`src/rtl/audio_decimator_if.sv`:
```
// audio_decimator_if: raw sample input and decimated signal output of the audio front-end
interface audio_decimator_if #(
  parameter int IN_WIDTH  = 12,
  parameter int SIG_WIDTH = 9
);
  logic [IN_WIDTH-1:0]  sample_in;
  logic                 sample_in_valid;
  logic [SIG_WIDTH-1:0] sig_out;
  logic                 sig_out_valid;
  logic                 clip_out;
  modport master (
    output sample_in, sample_in_valid,
    input  sig_out, sig_out_valid, clip_out
  );
  modport slave (
    input  sample_in, sample_in_valid,
    output sig_out, sig_out_valid, clip_out
  );
endinterface

```
`src/rtl/audio_decimator.sv`:
```
// audio_decimator: box-car decimate, DC-remove and saturate ADC samples for the pitch detector
module audio_decimator #(
  parameter int IN_WIDTH   = 12,
  parameter int SIG_WIDTH  = 9,
  parameter int DECIM_LOG2 = 2,
  parameter int DC_SHIFT   = 8
) (
  input logic               clk_in,
  input logic               rst_in,
  audio_decimator_if.slave  bus
);
  localparam int AW = IN_WIDTH + DECIM_LOG2;
  localparam int DW = IN_WIDTH + DC_SHIFT;
  localparam int CW = IN_WIDTH + 1;
  localparam logic [DW-1:0] DC_RST = DW'(1) << (IN_WIDTH - 1 + DC_SHIFT);
  localparam logic signed [CW-1:0] SMAX = CW'((1 << (SIG_WIDTH - 1)) - 1);
  localparam logic signed [CW-1:0] SMIN = ~SMAX;
  logic [AW-1:0] acc_q, acc_d, s1_q, s1_d, sum;
  logic [DECIM_LOG2-1:0] cnt_q, cnt_d;
  logic [DW-1:0] dc_q, dc_d;
  logic [IN_WIDTH-1:0] avg, dc;
  logic signed [CW-1:0] c_q, c_d, scaled;
  logic [SIG_WIDTH-1:0] sig_q, sig_d;
  logic s1_valid_q, s1_valid_d, s2_valid_q, s2_valid_d, valid_q, valid_d, clip_q, clip_d, last;
  // next state of accumulate, DC-removal and scale/saturate stages; the DC tracker uses its pre-update value
  always_comb begin
    sum = acc_q + AW'(bus.sample_in);
    last = bus.sample_in_valid && &cnt_q;
    cnt_d = bus.sample_in_valid ? cnt_q + 1'b1 : cnt_q;
    acc_d = last ? '0 : bus.sample_in_valid ? sum : acc_q;
    s1_d = last ? sum : s1_q;
    s1_valid_d = last;
    avg = s1_q[AW-1:DECIM_LOG2];
    dc = dc_q[DW-1:DC_SHIFT];
    c_d = s1_valid_q ? $signed({1'b0, avg}) - $signed({1'b0, dc}) : c_q;
    dc_d = s1_valid_q ? dc_q + DW'(avg) - DW'(dc) : dc_q;
    s2_valid_d = s1_valid_q;
    scaled = c_q >>> (IN_WIDTH - SIG_WIDTH);
    clip_d = s2_valid_q && (scaled > SMAX || scaled < SMIN);
    sig_d = !s2_valid_q ? sig_q : scaled > SMAX ? SMAX[SIG_WIDTH-1:0] :
            scaled < SMIN ? SMIN[SIG_WIDTH-1:0] : scaled[SIG_WIDTH-1:0];
    valid_d = s2_valid_q;
  end
  // pipeline registers; reset drops the partial block and anything in flight
  always_ff @(posedge clk_in) begin
    if (rst_in) begin
      acc_q <= '0;
      cnt_q <= '0;
      s1_q <= '0;
      s1_valid_q <= 1'b0;
      c_q <= '0;
      s2_valid_q <= 1'b0;
      dc_q <= DC_RST;
      sig_q <= '0;
      valid_q <= 1'b0;
      clip_q <= 1'b0;
    end else begin
      acc_q <= acc_d;
      cnt_q <= cnt_d;
      s1_q <= s1_d;
      s1_valid_q <= s1_valid_d;
      c_q <= c_d;
      s2_valid_q <= s2_valid_d;
      dc_q <= dc_d;
      sig_q <= sig_d;
      valid_q <= valid_d;
      clip_q <= clip_d;
    end
  end
  assign bus.sig_out = sig_q;
  assign bus.sig_out_valid = valid_q;
  assign bus.clip_out = clip_q;
endmodule

```
`src/flat_wrapper.sv`:
```
// flat-port wrapper written by rule: the top's interface ports become plain ports
module audio_decimator_flat 
#(
  parameter int IN_WIDTH   = 12,
  parameter int SIG_WIDTH  = 9,
  parameter int DECIM_LOG2 = 2,
  parameter int DC_SHIFT   = 8
)
  (clk_in, rst_in, bus_sample_in, bus_sample_in_valid, bus_sig_out, bus_sig_out_valid, bus_clip_out);
  audio_decimator_if #(.IN_WIDTH(IN_WIDTH), .SIG_WIDTH(SIG_WIDTH)) bus_i ();
  input logic clk_in;
  input logic rst_in;
  input wire logic [$bits(bus_i.sample_in)-1:0] bus_sample_in;
  input wire logic [$bits(bus_i.sample_in_valid)-1:0] bus_sample_in_valid;
  output wire logic [$bits(bus_i.sig_out)-1:0] bus_sig_out;
  output wire logic [$bits(bus_i.sig_out_valid)-1:0] bus_sig_out_valid;
  output wire logic [$bits(bus_i.clip_out)-1:0] bus_clip_out;
  assign bus_i.sample_in = bus_sample_in;
  assign bus_i.sample_in_valid = bus_sample_in_valid;
  assign bus_sig_out = bus_i.sig_out;
  assign bus_sig_out_valid = bus_i.sig_out_valid;
  assign bus_clip_out = bus_i.clip_out;
  audio_decimator #(.IN_WIDTH(IN_WIDTH), .SIG_WIDTH(SIG_WIDTH), .DECIM_LOG2(DECIM_LOG2), .DC_SHIFT(DC_SHIFT)) u_core (.clk_in(clk_in), .rst_in(rst_in), .bus(bus_i));
endmodule
```
`config.mk`:
```
export PLATFORM = sky130hd
export DESIGN_NAME = audio_decimator_flat
export DESIGN_NICKNAME = d
export VERILOG_FILES = /design/src/rtl/audio_decimator_if.sv /design/src/rtl/audio_decimator.sv /design/src/flat_wrapper.sv
export SDC_FILE = /design/constraint.sdc
export NUM_CORES = 1
export LEC_CHECK = 0
export BUFFER_PORTS_ARGS = -buffer_cell sky130_fd_sc_hd__buf_2
export CORE_MARGIN = 2
export CORE_UTILIZATION = 40
export DETAILED_ROUTE_END_ITERATION = 10
export PLACE_DENSITY_LB_ADDON = 0.12
export SLEW_MARGIN = 0
export SYNTH_ARGS = -nofsm -noshare
export SYNTH_HDL_FRONTEND = slang
export SYNTH_SLANG_ARGS = --single-unit
```
`constraint.sdc`:
```
create_clock -name clk_in -period 5.55 [get_ports clk_in]
set_input_delay 0.555 -clock clk_in [delete_from_list [all_inputs] [get_ports clk_in]]
set_output_delay 0.555 -clock clk_in [all_outputs]
set_load 0.01 [all_outputs]
```
==> results.yml <==
outcome:
  status: "finished clean"
critical_path:
  worstSetupEndpointType: "flip-flop"
  rr_startpoint: "u_core.dc_q[1]"
  regToRegSetupSlack_ns: 2.58
  worstSetupPathType: "flip-flop to flip-flop"
  cp_max_fo: 5
  worst-r2r-cell-count: 11
  cp-endpoint: "u_core.dc_q[17]"
  arrival_ns: 3.18
  r2r_end: "u_core.dc_q[17]"
  cp-start-kind: "flip-flop"
  crit_path_start: "u_core.dc_q[1]"
  critPathRequiredTime_ns: 5.76
floorplanning:
  dieArea_um2: 13100
  start_util_pct: 40.7
  core-area_um2: 12000
  die_y_um: 114
  rows: 40
  io_pins: 26
  die_width_um: 114
clocking:
  clk_latency_ns: 0.34
  numCtsBuffers: 9
  ctsResizeCount: 0
  cts_root_buffer: "clkbuf_16"
  postCtsHoldBufs: 0
  post_cts_buffers: 0
  htree_levels: 3
  cts.sinks: 71
  clk_pin_slew_ns: 0.06
  clockBufferDepth: 2
  cts_tree: "done"
logic_synthesis:
  synth_compound_area_share_pct: 21.2
  synth_seq_cells: 71
  synthXorXnorAreaFrac_pct: 5.57
  syn_area_um2: 4870
  netlist_instances: 577
  synth_fp_nets: 649
  seq_area_frac_synth_pct: 29.2
  synth-main-ff-cell: "dfxtp_1"
  synthAdderAreaFrac_pct: 16.6
  yosys.area_share.simple_pct: 15.9
  yosysWarnings: 0
  synth.mux.area_fraction_pct: 4.75
  synth_edf_count: 0
  synth_top_family_by_area: "compound AO/OA/AOI/OAI gates"
  yosysUniqueCellTypes: 65
  synth_area_per_cell_um2: 8.44
  async_flop_share_pct: 0
cells_and_area:
  layout_commonest_cell: "dfxtp_1"
  nets: 665
  regArea_um2: 1420
  final_cell_count_no_fill: 745
  finish.utilization_pct: 45.0
  multi_input_comb_area_um2: 3120
  drive_gt1_share_pct: 10.4
  antennaDiodeCount: 0
  final_cell_mix: "dfxtp_1, inv_1, nor2_1"
  fillCellCount: 1177
  syn_to_final_growth_pct: 10.6
pwr:
  p_switching_mw: 0.390
  combPwrFrac_pct: 20.3
  ir_worst_vdd_v: 0.000192
  p_leak_nw: 2.25
  power_density_nw_per_um2: 253
  power_switching_share_pct: 28.6
  clock_power_share_pct: 40.1
  p_int_mw: 0.974
  p_seq_share_pct: 39.6
job:
  maxCapViolCount: 0
place:
  hpwl_um: 7940
  gp_congestion: 0.852
  portBuffers: 25
  dp_cells: 729
  place_ws_ns: 2.62
global_routing:
  antenna_found_initial: 0
  grt_pass1_wl_um: 18100
  grt_pass1_vias: 3738
  grt_overflow: 0
  grt_max_degree: 56
  grt_usage_pct: 17.8
sta:
  finClkSkew_ns: 0.00951
  setup_tns_ns: 0
  rsz0062_at_grt: "no"
  hold_viol: 0
  hold_ws_ns: 0.475
  maxSlewHeadroom_pct: 31.0
  min_period_over_period_pct: 53.5
  worst_pin_slew_ns: 1.04
  setup_violations: 0
  fin_crit_ns: 2.97
  drv_slew: 0
  setup_slack_ns: 2.58
  max_freq_mhz: 337
detailed_routing:
  wirelength_um: 10800
  vias_per_cell: 5.31
  drt_iter0_markers: 153
  drt-pass1-iter-count: 4
  vias: 3956
  wire_per_inst_um: 14.5
  final_antenna_net_count: 0
  drc: 0
hold_path:
  hold_path_depth: 2
  hold_class: "flip-flop to flip-flop"
[per-stage QoR]
| step | instance area (um2) | power (mW) |
|---|---|---|
| after floorplan | 4870 | 0.771 |
| after global placement | 5110 | 0.824 |
| after detailed placement | 5110 | 0.827 |
| after CTS | 5390 | 1.39 |
| after global routing | 5390 | 1.45 |
| final | 5390 | 1.36 |
[cells in the mapped netlist (all sizes together) (2+ instances only)]
cell / n / area [um2]
dfxtp: 71 / 1420
nor2b: 9 / 56.3
nand4: 3 / 18.8
a21oi: 26 / 138
o21a: 8 / 60.1
nor3b: 4 / 30.0
buf: 5 / 21.3
a31oi: 5 / 52.6
a221oi: 2 / 23.8
o22a: 2 / 17.5
nor2: 64 / 240
a211oi: 11 / 92.6
o211ai: 11 / 87.6
o311ai: 3 / 26.3
nand2: 35 / 131
nand3: 4 / 20.0
inv: 65 / 244
ha: 44 / 551
xnor2: 17 / 149
nor4: 4 / 25.0
o21ai: 46 / 234
nand2b: 7 / 43.8
clkbuf: 17 / 63.8
fa: 13 / 260
o31a: 2 / 17.5
nor3: 6 / 30.0
a311o: 2 / 20.0
xor2: 14 / 123
a21o: 9 / 67.6
and3: 4 / 25.0
nor4b: 2 / 23.8
o22ai: 6 / 50.0
o31ai: 3 / 46.3
nand3b: 4 / 30.0
mux2i: 22 / 220
or3: 5 / 31.3
and2: 6 / 37.5
[how the worst min path moves through the flow]
| stage | startpoint | endpoint |
|---|---|---|
| after floorplan | u_core.c_q[12] | u_core.c_q[12] |
| after global placement | u_core.c_q[8] | u_core.c_q[8] |
| after detailed placement | u_core.c_q[8] | u_core.c_q[8] |
| after CTS | u_core.c_q[8] | u_core.c_q[8] |
| after global routing | u_core.dc_q[1] | u_core.dc_q[1] |
| final | u_core.c_q[8] | u_core.c_q[8] |
[sequential cells by signal (all words and copies together), names as in the netlist, 2 cells and up]
| register | flops |
|---|---|
| u_core.dc_q | 20 |
| u_core.cnt_q | 2 |
| u_core.bus.sig_out | 9 |
| u_core.c_q | 10 |
| u_core.s1_q | 12 |
| u_core.acc_q | 14 |
[cells by family after synthesis]
kind of cell             count (synthesis)
AND/OR/NAND/NOR                        161
AO/OA/AOI/OAI                          147
buffers and inverters                   87
flip-flops                              71
adder cells (fa/ha/maj)                 57
XOR/XNOR                                31
multiplexers                            23
[area by class of cell]
class / instances / share of cell area, %
multi-input combinational: 419 / 57.9
timing repair buffer: 27 / 2.60
clock buffer: 12 / 4.76
sequential: 71 / 26.4
tap: 147 / 3.41
clock inverter: 4 / 0.372
inverter: 65 / 4.53
[critical path: stages, from the launching register on]
cell      delay [ns]
dfxtp_1         0.33
inv_1           0.06
fa_1            0.58
inv_1           0.05
ha_1            0.31
a211oi_2        0.25
o21ai_1         0.16
a31oi_4         0.30
a31oi_2         0.19
o31ai_2         0.27
mux2i_1         0.22
o311ai_1        0.11
[power by group through the flow]
stage	Sequential (mW)	Clock [mW]	Combinational, mW
2_1_floorplan	0.548	0	0.224
3_3_place_gp	0.551	0	0.273
3_5_place_dp	0.552	0	0.276
4_1_cts	0.540	0.568	0.278
5_1_grt	0.542	0.594	0.310
6_report	0.540	0.547	0.277
[layer usage]
metal	global-route usage, %	wire, um
met3	4.66	514
met1	22.5	5120
met4	6.50	110
met5	0	0
met2	29.5	5030
(Power assumes the default switching activity.)
